<file path="src/rtl/alu_issue_pkg.sv">
// Shared types and decode helpers for the ALU issue sequencer.
package alu_issue_pkg;

  typedef enum logic [1:0] {
    IDLE  = 2'd0,
    EXEC  = 2'd1,
    SHIFT = 2'd2,
    RESP  = 2'd3
  } state_e;

  localparam logic [6:0] OP     = 7'b0110011;
  localparam logic [6:0] OP_IMM = 7'b0010011;
  localparam logic [2:0] SLL    = 3'b001;
  localparam logic [2:0] SR     = 3'b101;

  // Shifts are the only ops for which the ALU needs more than one cycle.
  function automatic logic is_shift(input logic [11:0] decinst);
    return ((decinst[6:0] == OP) || (decinst[6:0] == OP_IMM)) &&
           ((decinst[9:7] == SLL) || (decinst[9:7] == SR));
  endfunction

endpackage

</file>
<file path="src/rtl/alu_issue_ctrl.sv">
// Issues one decoded op at a time to the mriscvcore ALU and buffers its result.
// Optional SHIFT watchdog enabled by defining ALU_ISSUE_TIMEOUT_EN.
module alu_issue_ctrl
  import alu_issue_pkg::*;
#(
  parameter int TIMEOUT_CYCLES = 40
) (
  input  logic        clk,
  input  logic        reset,
  input  logic        req_valid,
  output logic        req_ready,
  input  logic [11:0] req_decinst,
  input  logic [31:0] req_rs1,
  input  logic [31:0] req_rs2,
  input  logic [31:0] req_inm,
  input  logic [4:0]  req_rd,
  output logic        alu_en,
  output logic [11:0] alu_decinst,
  output logic [31:0] alu_operando1,
  output logic [31:0] alu_rs2,
  output logic [31:0] alu_inm,
  input  logic [31:0] alu_salida,
  input  logic        alu_comparativa,
  input  logic        alu_carry,
  input  logic        alu_sl_ok,
  output logic        res_valid,
  input  logic        res_ready,
  output logic [31:0] res_data,
  output logic        res_cmp,
  output logic        res_carry,
  output logic [4:0]  res_rd,
  output logic        res_err
);

  state_e      state_q;
  logic [11:0] decinst_q;
  logic [31:0] rs1_q, rs2_q, inm_q;
  logic [4:0]  rd_q;
  logic        alu_en_q, res_valid_q;
  logic [31:0] res_data_q;
  logic        res_cmp_q, res_carry_q;
  logic [4:0]  res_rd_q;

`ifdef ALU_ISSUE_TIMEOUT_EN
  logic [7:0]  wd_q;
  logic        res_err_q;
  localparam logic [7:0] WdLast = 8'(TIMEOUT_CYCLES - 1);
`else
  logic [7:0]  unused_timeout;
  assign unused_timeout = 8'(TIMEOUT_CYCLES);
`endif

  // Operand registers feed the ALU directly so they stay put during EXEC/SHIFT.
  always_ff @(posedge clk or posedge reset) begin
    if (reset) begin
      state_q     <= IDLE;
      decinst_q   <= '0;
      rs1_q       <= '0;
      rs2_q       <= '0;
      inm_q       <= '0;
      rd_q        <= '0;
      alu_en_q    <= 1'b0;
      res_valid_q <= 1'b0;
      res_data_q  <= '0;
      res_cmp_q   <= 1'b0;
      res_carry_q <= 1'b0;
      res_rd_q    <= '0;
`ifdef ALU_ISSUE_TIMEOUT_EN
      wd_q        <= '0;
      res_err_q   <= 1'b0;
`endif
    end else begin
      case (state_q)
        IDLE: begin
          if (req_valid) begin
            decinst_q <= req_decinst;
            rs1_q     <= req_rs1;
            rs2_q     <= req_rs2;
            inm_q     <= req_inm;
            rd_q      <= req_rd;
            alu_en_q  <= 1'b1;
            state_q   <= is_shift(req_decinst) ? SHIFT : EXEC;
`ifdef ALU_ISSUE_TIMEOUT_EN
            wd_q      <= '0;
`endif
          end
        end
        EXEC: begin
          res_data_q  <= alu_salida;
          res_cmp_q   <= alu_comparativa;
          res_carry_q <= alu_carry;
          res_rd_q    <= rd_q;
          alu_en_q    <= 1'b0;
          res_valid_q <= 1'b1;
          state_q     <= RESP;
`ifdef ALU_ISSUE_TIMEOUT_EN
          res_err_q   <= 1'b0;
`endif
        end
        SHIFT: begin
          if (alu_sl_ok) begin
            res_data_q  <= alu_salida;
            res_cmp_q   <= alu_comparativa;
            res_carry_q <= alu_carry;
            res_rd_q    <= rd_q;
            alu_en_q    <= 1'b0;
            res_valid_q <= 1'b1;
            state_q     <= RESP;
`ifdef ALU_ISSUE_TIMEOUT_EN
            res_err_q   <= 1'b0;
          end else if (wd_q == WdLast) begin
            res_data_q  <= '0;
            res_cmp_q   <= 1'b0;
            res_carry_q <= 1'b0;
            res_rd_q    <= rd_q;
            res_err_q   <= 1'b1;
            alu_en_q    <= 1'b0;
            res_valid_q <= 1'b1;
            state_q     <= RESP;
          end else begin
            wd_q <= wd_q + 8'd1;
`endif
          end
        end
        RESP: begin
          if (res_ready) begin
            res_valid_q <= 1'b0;
            state_q     <= IDLE;
          end
        end
        default: state_q <= IDLE;
      endcase
    end
  end

  assign req_ready     = (state_q == IDLE) && !reset;
  assign alu_en        = alu_en_q;
  assign alu_decinst   = decinst_q;
  assign alu_operando1 = rs1_q;
  assign alu_rs2       = rs2_q;
  assign alu_inm       = inm_q;
  assign res_valid     = res_valid_q;
  assign res_data      = res_data_q;
  assign res_cmp       = res_cmp_q;
  assign res_carry     = res_carry_q;
  assign res_rd        = res_rd_q;

`ifdef ALU_ISSUE_TIMEOUT_EN
  assign res_err = res_err_q;
`else
  assign res_err = 1'b0;
`endif

endmodule

</file>
<file path="config.mk">
export PLATFORM = sky130hd
export DESIGN_NAME = alu_issue_ctrl
export DESIGN_NICKNAME = d
export VERILOG_FILES = /design/src/rtl/alu_issue_pkg.sv /design/src/rtl/alu_issue_ctrl.sv
export SDC_FILE = /design/constraint.sdc
export NUM_CORES = 1
export LEC_CHECK = 0
export CORE_MARGIN = 1.5
export CORE_UTILIZATION = 43
export DETAILED_ROUTE_END_ITERATION = 12
export PLACE_DENSITY = 0.81
export SYNTH_ARGS = -nofsm -noshare
export SYNTH_HDL_FRONTEND = slang
export SYNTH_SLANG_ARGS = --single-unit
export TNS_END_PERCENT = 100
</file>
<file path="constraint.sdc">
create_clock -name clk -period 9 [get_ports clk]
set_clock_uncertainty 0.1 [all_clocks]
set_input_delay 1.35 -clock clk [delete_from_list [all_inputs] [get_ports clk]]
set_output_delay 1.35 -clock clk [all_outputs]
set_load 0.02 [all_outputs]
</file>
==> results.md, run 1 <==
Clocking:
- The buffer type at the clock tree root is clkbuf_16.
- Clock tree synthesis inserted a total of 17 buffers.
- The number of hold buffers added after CTS is 0.
- The post-CTS setup repair buffer count is 0.
- No sink is reached through more buffers than the 2 on the longest clock path.
- The TritonCTS clock tree is done.
- For this design, the sink count on the clock tree is 156.
- The count of cells resized by post-cts repair is 0.
- The CTS clock-pin slew for the worst setup and hold paths is 0.06 ns.
- The clock reaches the later pin of the worst-skew pair after 0.40 ns.
- In this run the number of H-tree levels came out at 4.

Worst setup path:
- The required arrival time at the worst endpoint is 7.55 ns.
- Across all register-to-register paths, the minimum setup slack is 6.20 ns.
- The launch instance of the worst register-to-register path is state_q[0]$_DFFE_PP0P_.
- Data arrives at the worst endpoint at 2.62 ns.
- In this design, the largest share of critical-path delay is due to buffers and inverters.
- The path type of the worst setup path is primary input to output pin.
- Traced cell by cell, the critical path runs through clkdlybuf4s50_1, nor2b_1, clkdlybuf4s50_1.
- The destination of the worst register-to-register timing path is alu_operando1[22]$_DFFE_PP0P_.
- The peak per-stage delay on the critical path is 0.62 ns.
- The master of the slowest instance on the critical path is clkdlybuf4s50_1.
- Counting buffers and inverters, the worst setup path is 3 cells deep.
- The maximum fanout along the worst path is 2.
- The nature of the critical path endpoint is an output pin.
- The type of origin of the critical path is a primary input.
- The cell repeated most along the worst path is clkdlybuf4s50_1.
- The critical path contains buffers and inverters numbering 2 combined.
- The worst register-to-register path has a depth of 5.

GRT:
- In the global route stage, overall resource usage came out at 0.2108.
- The pin count of the biggest net entering global routing is 86.
- The via count of the first global-routing pass is 4454.
- The first global-routing pass estimated 23290 um of wire.
- The remaining global-route overflow is 0.
- The number of antenna violations at the first check in global routing is 0.

STA:
- The setup TNS after final layout is 0 ns.
- The routed design could run at a clock period as short as 4.071 ns.
- The setup violation total in the final timing report is 0.
- The count of endpoints failing hold in the final timing report is 0.
- The relative max-transition margin is 0.3046.
- Setup repair after global routing left no endpoint under its margin.
- Across all setup checks in the final design, the least slack found is 4.929 ns.
- The tightest hold path in the finished design has a slack of 0.4025 ns.
- The final max-slew violation count is 0.
- The post-route fraction of the period consumed by the critical path is 0.4524.
- The maximum clock rate is 245.6 MHz.
- At the pin with the least slew margin, the transition time is 1.043 ns.

Die:
- The width of the chip is 121.0 um.
- The die is 121.0 um tall.
- The starting density of the core is 0.4471.
- The cell row count is 42.
- The number of primary I/O pins is 303.
- The core area is 13400 um2.
- The die covers 14650 um2.

Placement:
- The count of buffers added on input and output ports is 301.
- The instance area at placement is 9173 um2.
- Prior to clock tree synthesis, the placed netlist has a worst setup slack of 4.933 ns.
- The HPWL after detailed placement is 11420 um.
- At the end of routability-driven placement, the weighted congestion stood at 0.8047.

Power and ir drop:
- In this run the power density over the cells is 399.7 nW/um2.
- The analysis attributes to cell leakage a power of 0.004128 uW.
- The completed layout was analyzed and its total power is 3905 uW.
- The worst IR drop on VDD is 0.2188 mV.

Drt:
- In this run the remaining antenna-violating nets after routing total 0.
- The first TritonRoute pass finished after 4 iterations.
- In the routed design, unresolved DRC markers number 0.
- The number of violations reported at the end of detailed-routing iteration 0 is 167.
- Dividing the detail-routed via count by the number of cells gives 4.820.
- In the final routed layout, each cell accounts on average for 17.95 um.
- The routed layout has 4102 vias.
- The total wire length is 15280 um.

Hold path:
- The worst hold path begins at alu_decinst[4]$_DFFE_PP0P_.
- The classification of the worst-slack hold path is register to register.
- The path with the worst hold slack has its endpoint at alu_decinst[4]$_DFFE_PP0P_.
- Along the worst hold path, the cell count comes to 1.

Cells and area:
- In the final layout, the share of cells above drive strength 1 is 0.2800.
- The area growth from synthesis to layout is 63.10%.
- The repair_antennas step left the layout with diodes totalling 0.
- The total number of nets in the final design is 820.
- The finished cells cover 9771 um2.

Yosys:
- Of the total synthesized cell area, the portion taken by full adders, half adders and majority gates is 0.01253.
- For this run, the register share of the synthesized area comes to 0.6516.
- The cell count after synthesis came out at 356.
- The compound-gate portion of the synthesized area is 0.007728.
- The mux cell area share after synthesis is 0.2937.
- The summed instance area of the synthesized netlist is 5991 um2.
- By area, the combinational part of the netlist is dominated by multiplexers.
- The share of synthesized cell area in and, or, nand and nor gates is 0.01483.
- The post-synthesis average cell area is 16.83 um2.
- The post-synthesis xor/xnor area fraction is 0.
- The number of synthesized register bits is 156.
- The synthesized net count is 514.
- During synthesis, Yosys emitted a total of 0 warnings.
- After synthesis, the netlist uses 23 different library cells.

Run:
- Max-cap violations in this run came to 0.

Run status:
- The run finished with clean final reports.
## kinds of logic after synthesis
group / count (synthesis)
simple gates: 13
mux: 153
other cells: 1
fa+ha+maj: 6
buf+inv: 21
compound gates: 6
flops: 156
## Yosys cell counts
library cell,n,area share
buf_2,13,0.011
nand4b_1,1,0.0015
o31ai_1,3,0.0038
nand2_1,1,0.00063
nor2b_4,1,0.0023
nor2_1,1,0.00063
nor4_1,1,0.0010
ha_1,6,0.013
o22ai_1,1,0.0010
mux2_4,10,0.025
buf_6,1,0.0019
conb_1,1,0.00063
nand3b_1,1,0.0013
nor3_1,1,0.00083
mux2_2,142,0.27
dfrtp_1,156,0.65
or4_1,2,0.0025
mux2i_1,1,0.0017
o41ai_1,1,0.0015
buf_4,3,0.0038
nor2b_1,4,0.0042
o22a_1,1,0.0015
inv_1,4,0.0025
## worst max-delay path by stage
stage	slack, ns	endpoint	startpoint
after floorplan	3.34	alu_decinst[0]$_DFFE_PP0P_	reset
after global placement	4.94	req_ready	reset
after detailed placement	4.93	req_ready	reset
after CTS	4.93	req_ready	reset
after global routing	4.89	req_ready	reset
final	4.93	req_ready	reset
## cell usage in the layout, fill, tap and decap left out, types with 2 or more instances in the layout
cell type        count
ha_1                 6
clkinv_2             2
buf_4                3
nor2b_1              4
dfrtp_1            156
mux2_2             142
clkbuf_16           17
o31ai_1              3
clkdlybuf4s50_1    301
or4_1                2
inv_6                2
clkbuf_8             4
inv_1                3
bufinv_16            2
mux2_4              10
clkinvlp_4           3
clkbuf_1             2
## metal layers
layer	track usage	up-vias	share of wire
met5	0	-	0
met4	0.08456	0	0.024
met3	0.07754	27	0.092
met2	0.3711	194	0.51
met1	0.2300	2009	0.37
li1	-	1872	-
## per-stage QoR
step           std cells  utilization
6_report             851       0.7291
5_1_grt              851       0.7291
4_1_cts              851       0.7291
3_5_place_dp         819       0.6845
3_3_place_gp         819       0.6845
2_1_floorplan        356            -
## cell type report
| type | count | area, um2 |
|---|---|---|
| tap | 176 | 220.2 |
| clock buffer | 23 | 488.0 |
| timing repair buffer | 304 | 3035 |
| inverter | 4 | 20.02 |
| multi-input combinational | 179 | 1993 |
| sequential | 156 | 3904 |
| fill | 885 | 3630 |
| clock inverter | 9 | 110.1 |
## registers in the layout, indices dropped and copies added, names as in the netlist, 2 cells and up
signal,count
rd_q,5
alu_inm,32
res_data,32
alu_operando1,32
res_rd,5
alu_decinst,12
state_q,2
alu_rs2,32
## report_power, final
part / internal [uW] / leakage (uW) / switching [uW]
Combinational: 1060 / 0.00200 / 875
Clock: 439 / 0.000286 / 270
Sequential: 1070 / 0.00184 / 190
Note: power is estimated with default switching activity, not from simulation.
==> inputs of run 2 (changes only) <==
--- a/config.mk
+++ b/config.mk
@@ -6,9 +6,9 @@
 export NUM_CORES = 1
 export LEC_CHECK = 0
 export CORE_MARGIN = 1.5
-export CORE_UTILIZATION = 43
+export CORE_UTILIZATION = 40
 export DETAILED_ROUTE_END_ITERATION = 12
-export PLACE_DENSITY = 0.81
+export PLACE_DENSITY = 0.76
 export SYNTH_ARGS = -nofsm -noshare
 export SYNTH_HDL_FRONTEND = slang
 export SYNTH_SLANG_ARGS = --single-unit
==> constraint.sdc (replaced) <==
create_clock -name clk -period 4.1 [get_ports clk]
set_clock_uncertainty 0.1 [all_clocks]
set_input_delay 0.615 -clock clk [delete_from_list [all_inputs] [get_ports clk]]
set_output_delay 0.615 -clock clk [all_outputs]
set_load 0.02 [all_outputs]
==> run 2 against run 1 <==
Effect of this change:
- flip-flop and latch count unchanged
- worst setup slack lost 3.6 ns
- register-to-register slack got worse by 4.7 ns
- total power increased by 130%
==> results.md, run 2 (synthesis results as in run 1) <==
GRT:
- The combined global-route utilization of all metal layers came to 0.2008 (was 0.2108).
- The global-route wire length before repair is 24410 um (was 23290 um).
- The pin count of the biggest net entering global routing is 157 (was 86).
- The remaining global-route overflow was 0 (unchanged).
- The number of antenna violations at the first check in global routing is 0 (unchanged).
- The via count of the first global-routing pass was 4623 (was 4454).

Placement:
- The setup slack after placement was 1.255 ns (was 4.933 ns).
- The final RePlAce weighted congestion was 0.7780 (was 0.8047).
- The instance area at placement was 9214 um2 (was 9173 um2).
- The HPWL after detailed placement is 10790 um (was 11420 um).
- The count of input and output buffers came to 301 (unchanged).

STA:
- The final max-slew violation count is 0 (unchanged).
- The setup violation total in the final timing report is 0 (unchanged).
- The actual slew at the worst max-slew pin is 0.9945 ns (was 1.043 ns).
- The maximum clock rate is 359.9 MHz.
- The post-route minimum period is 2.779 ns.
- The post-route fraction of the period consumed by the critical path is 0.6777.
- The smallest setup slack after layout was 1.321 ns (was 4.929 ns).
- The relative max-transition margin came to 0.3228 (was 0.3046).
- The setup TNS after final layout is 0 ns (unchanged).
- RSZ-0062 raised after global routing: no (unchanged).
- The count of endpoints failing hold in the final timing report was 0 (unchanged).

Cells and area:
- The fraction of final layout cells with drive strength greater than 1 is 0.2796 (was 0.2800).
- The antenna cell count is 0 (unchanged).
- The most common cell after layout, fill and taps aside is clkdlybuf4s50_1 (unchanged).
- The area used by multi-input combinational logic is 1993 um2 (unchanged).
- Leading cell types in the layout, fill and taps excluded: clkdlybuf4s50_1 (301), dfrtp_1 (156), mux2_2 (142), clkbuf_16 (17), mux2_4 (10) (unchanged).
- The total of fill cells in the finished design came to 1006 (was 885).
- The area growth from synthesis to layout is 65.31% (was 63.10%).
- The final instance area was 9903 um2 (was 9771 um2).
- The flip-flop and latch area is 3904 um2 (unchanged).
- The total number of nets in the final design is 821 (was 820).

Power and ir drop:
- The fraction of power spent switching nets is 0.3319 (was 0.3419).
- The areal power density over the cells is 893.9 nW/um2 (was 399.7 nW/um2).
- The sequential share of power was 0.311 (was 0.322).
- The internal power was 5915 uW (was 2570 uW).
- The total power was 8853 uW (was 3905 uW).
- The fraction of power consumed by the clock network was 0.206 (was 0.181).
- The fraction of power consumed by combinational cells came to 0.483 (was 0.496).
- The standby leakage power is 0.004181 uW (was 0.004128 uW).
- The net switching power of the design came to 2938 uW (was 1335 uW).
- The worst IR drop on VDD is 0.5509 mV (was 0.2188 mV).

Drt:
- The total wire length is 15230 um (was 15280 um).
- The average detailed-routed wire length per instance is 17.71 um (was 17.95 um).
- The number of routed nets with antenna violations is 0 (unchanged).
- The number of remaining DRC errors was 0 (unchanged).
- The routed via count is 4141 (was 4102).
- The average vias per placed instance is 4.815 (was 4.820).
- The first-pass iteration count of the detailed router was 4 (unchanged).
- The number of violations reported at the end of detailed-routing iteration 0 is 150 (was 167).

Clocking:
- The total number of clock tree sinks came to 156 (unchanged).
- The total clock buffers created by CTS is 17 (unchanged).
- The CTS clock-pin slew for the worst setup and hold paths came to 0.06 ns (about the same).
- The count of cells resized by post-cts repair is 0 (unchanged).
- The total number of H-tree levels is 4 (unchanged).
- The number of hold buffers added after CTS came to 0 (unchanged).
- The post-CTS setup repair buffer count was 0 (unchanged).
- The buffer type at the clock tree root is clkbuf_16 (unchanged).
- The TritonCTS clock tree is done (unchanged).
- The insertion delay of the later-clocked pin in the worst-skew pair was 0.42 ns (was 0.40 ns).
- The buffer levels on the longest clock path is 2 (unchanged).

Worst setup path:
- The path type of the worst setup path is register to output pin (was primary input to output pin).
- The maximum fanout along the worst path is 4 (was 2).
- The data arrival time at the worst-slack endpoint is 2.06 ns (was 2.62 ns).
- The nature of the critical path endpoint is an output pin (unchanged).
- The required arrival time at the worst endpoint is 3.38 ns (was 7.55 ns).
- The type of origin of the critical path is a register (was primary input).

Hold path:
- The classification of the worst-slack hold path is register to register (unchanged).

Die:
- The width of the chip came to 125.4 um (was 121.0 um).
- The die outline area is 15720 um2 (was 14650 um2).
- The cell row count is 44 (was 42).
- The number of primary I/O pins came to 303 (unchanged).
- The starting density of the core is 0.4106 (was 0.4471).
- The core area is 14590 um2 (was 13400 um2).
- The height of the die came to 125.4 um (was 121.0 um).

Run status:
- Run status: finished, final reports clean (unchanged).

Run:
- The max-cap check violation count is 0 (unchanged).
[run 2: cell types whose count changed in the layout (fill, tap and decap cells not counted)]
| cell | before | now |
|---|---|---|
| inv_6 | 2 | 0 |
| buf_4 | 3 | 2 |
| bufinv_16 | 2 | 7 |
| clkinv_2 | 2 | 1 |
| clkbuf_1 | 2 | 3 |
| clkbuf_8 | 4 | 1 |
| buf_12 | 0 | 2 |
[run 2: layout make-up]
class,count,area share
Tap cell,184,0.02325
Clock inverter,11,0.02413
Timing Repair Buffer,305,0.3098
Clock buffer,21,0.04548
Sequential cell,156,0.3942
Multi-Input combinational cell,179,0.2013
Inverter,4,0.001895
[run 2: through the flow]
step / hold slack [ns] / std cells / utilization
floorplan: 0.3762 / 356 / -
global placement: 0.3847 / 828 / 0.6316
detailed placement: 0.3922 / 828 / 0.6316
CTS: 0.4047 / 860 / 0.6788
global route: 0.4201 / 860 / 0.6788
finish: 0.4005 / 860 / 0.6788
[run 2: power by group through the flow]
stage | clock network (uW) | logic [uW] | registers [uW]
after CTS | 1870 | 4320 | 2760
final | 1830 | 4270 | 2750
after floorplan | 0 | 1370 | 3670
after detailed placement | 0 | 4300 | 2760
after global placement | 0 | 4210 | 2730
after global routing | 1940 | 4490 | 2860
[run 2: critical path: stages, from the launching register on]
cell             delay, ns
dfrtp_1               0.42
inv_1                 0.16
ha_1                  0.27
nor2b_1               0.16
clkdlybuf4s50_1       0.63
[run 2: worst paths after layout]
path / cells past startpoint / startpoint / to / slack (ns)
max: 4 / state_q[0]$_DFFE_PP0P_ / req_ready / 1.32
min: 1 / alu_rs2[14]$_DFFE_PP0P_ / alu_rs2[14]$_DFFE_PP0P_ / 0.40
max reg2reg: 5 / state_q[0]$_DFFE_PP0P_ / res_data[24]$_DFFE_PP0P_ / 1.50
min reg2reg: 1 / alu_rs2[14]$_DFFE_PP0P_ / alu_rs2[14]$_DFFE_PP0P_ / 0.40
max in group asynchronous: 3 / reset / res_data[26]$_DFFE_PP0P_ / 2.52
min in group asynchronous: 3 / reset / alu_operando1[1]$_DFFE_PP0P_ / 0.68
[run 2: routing by layer]
metal  vias to the layer above  GRT usage  routed length, um
met5                         -          0                  0
met4                         0    0.09358                434
met1                      2050     0.2267               5832
li1                       1869          -                  -
met2                       189     0.3401               7751
met3                        33    0.07231               1209
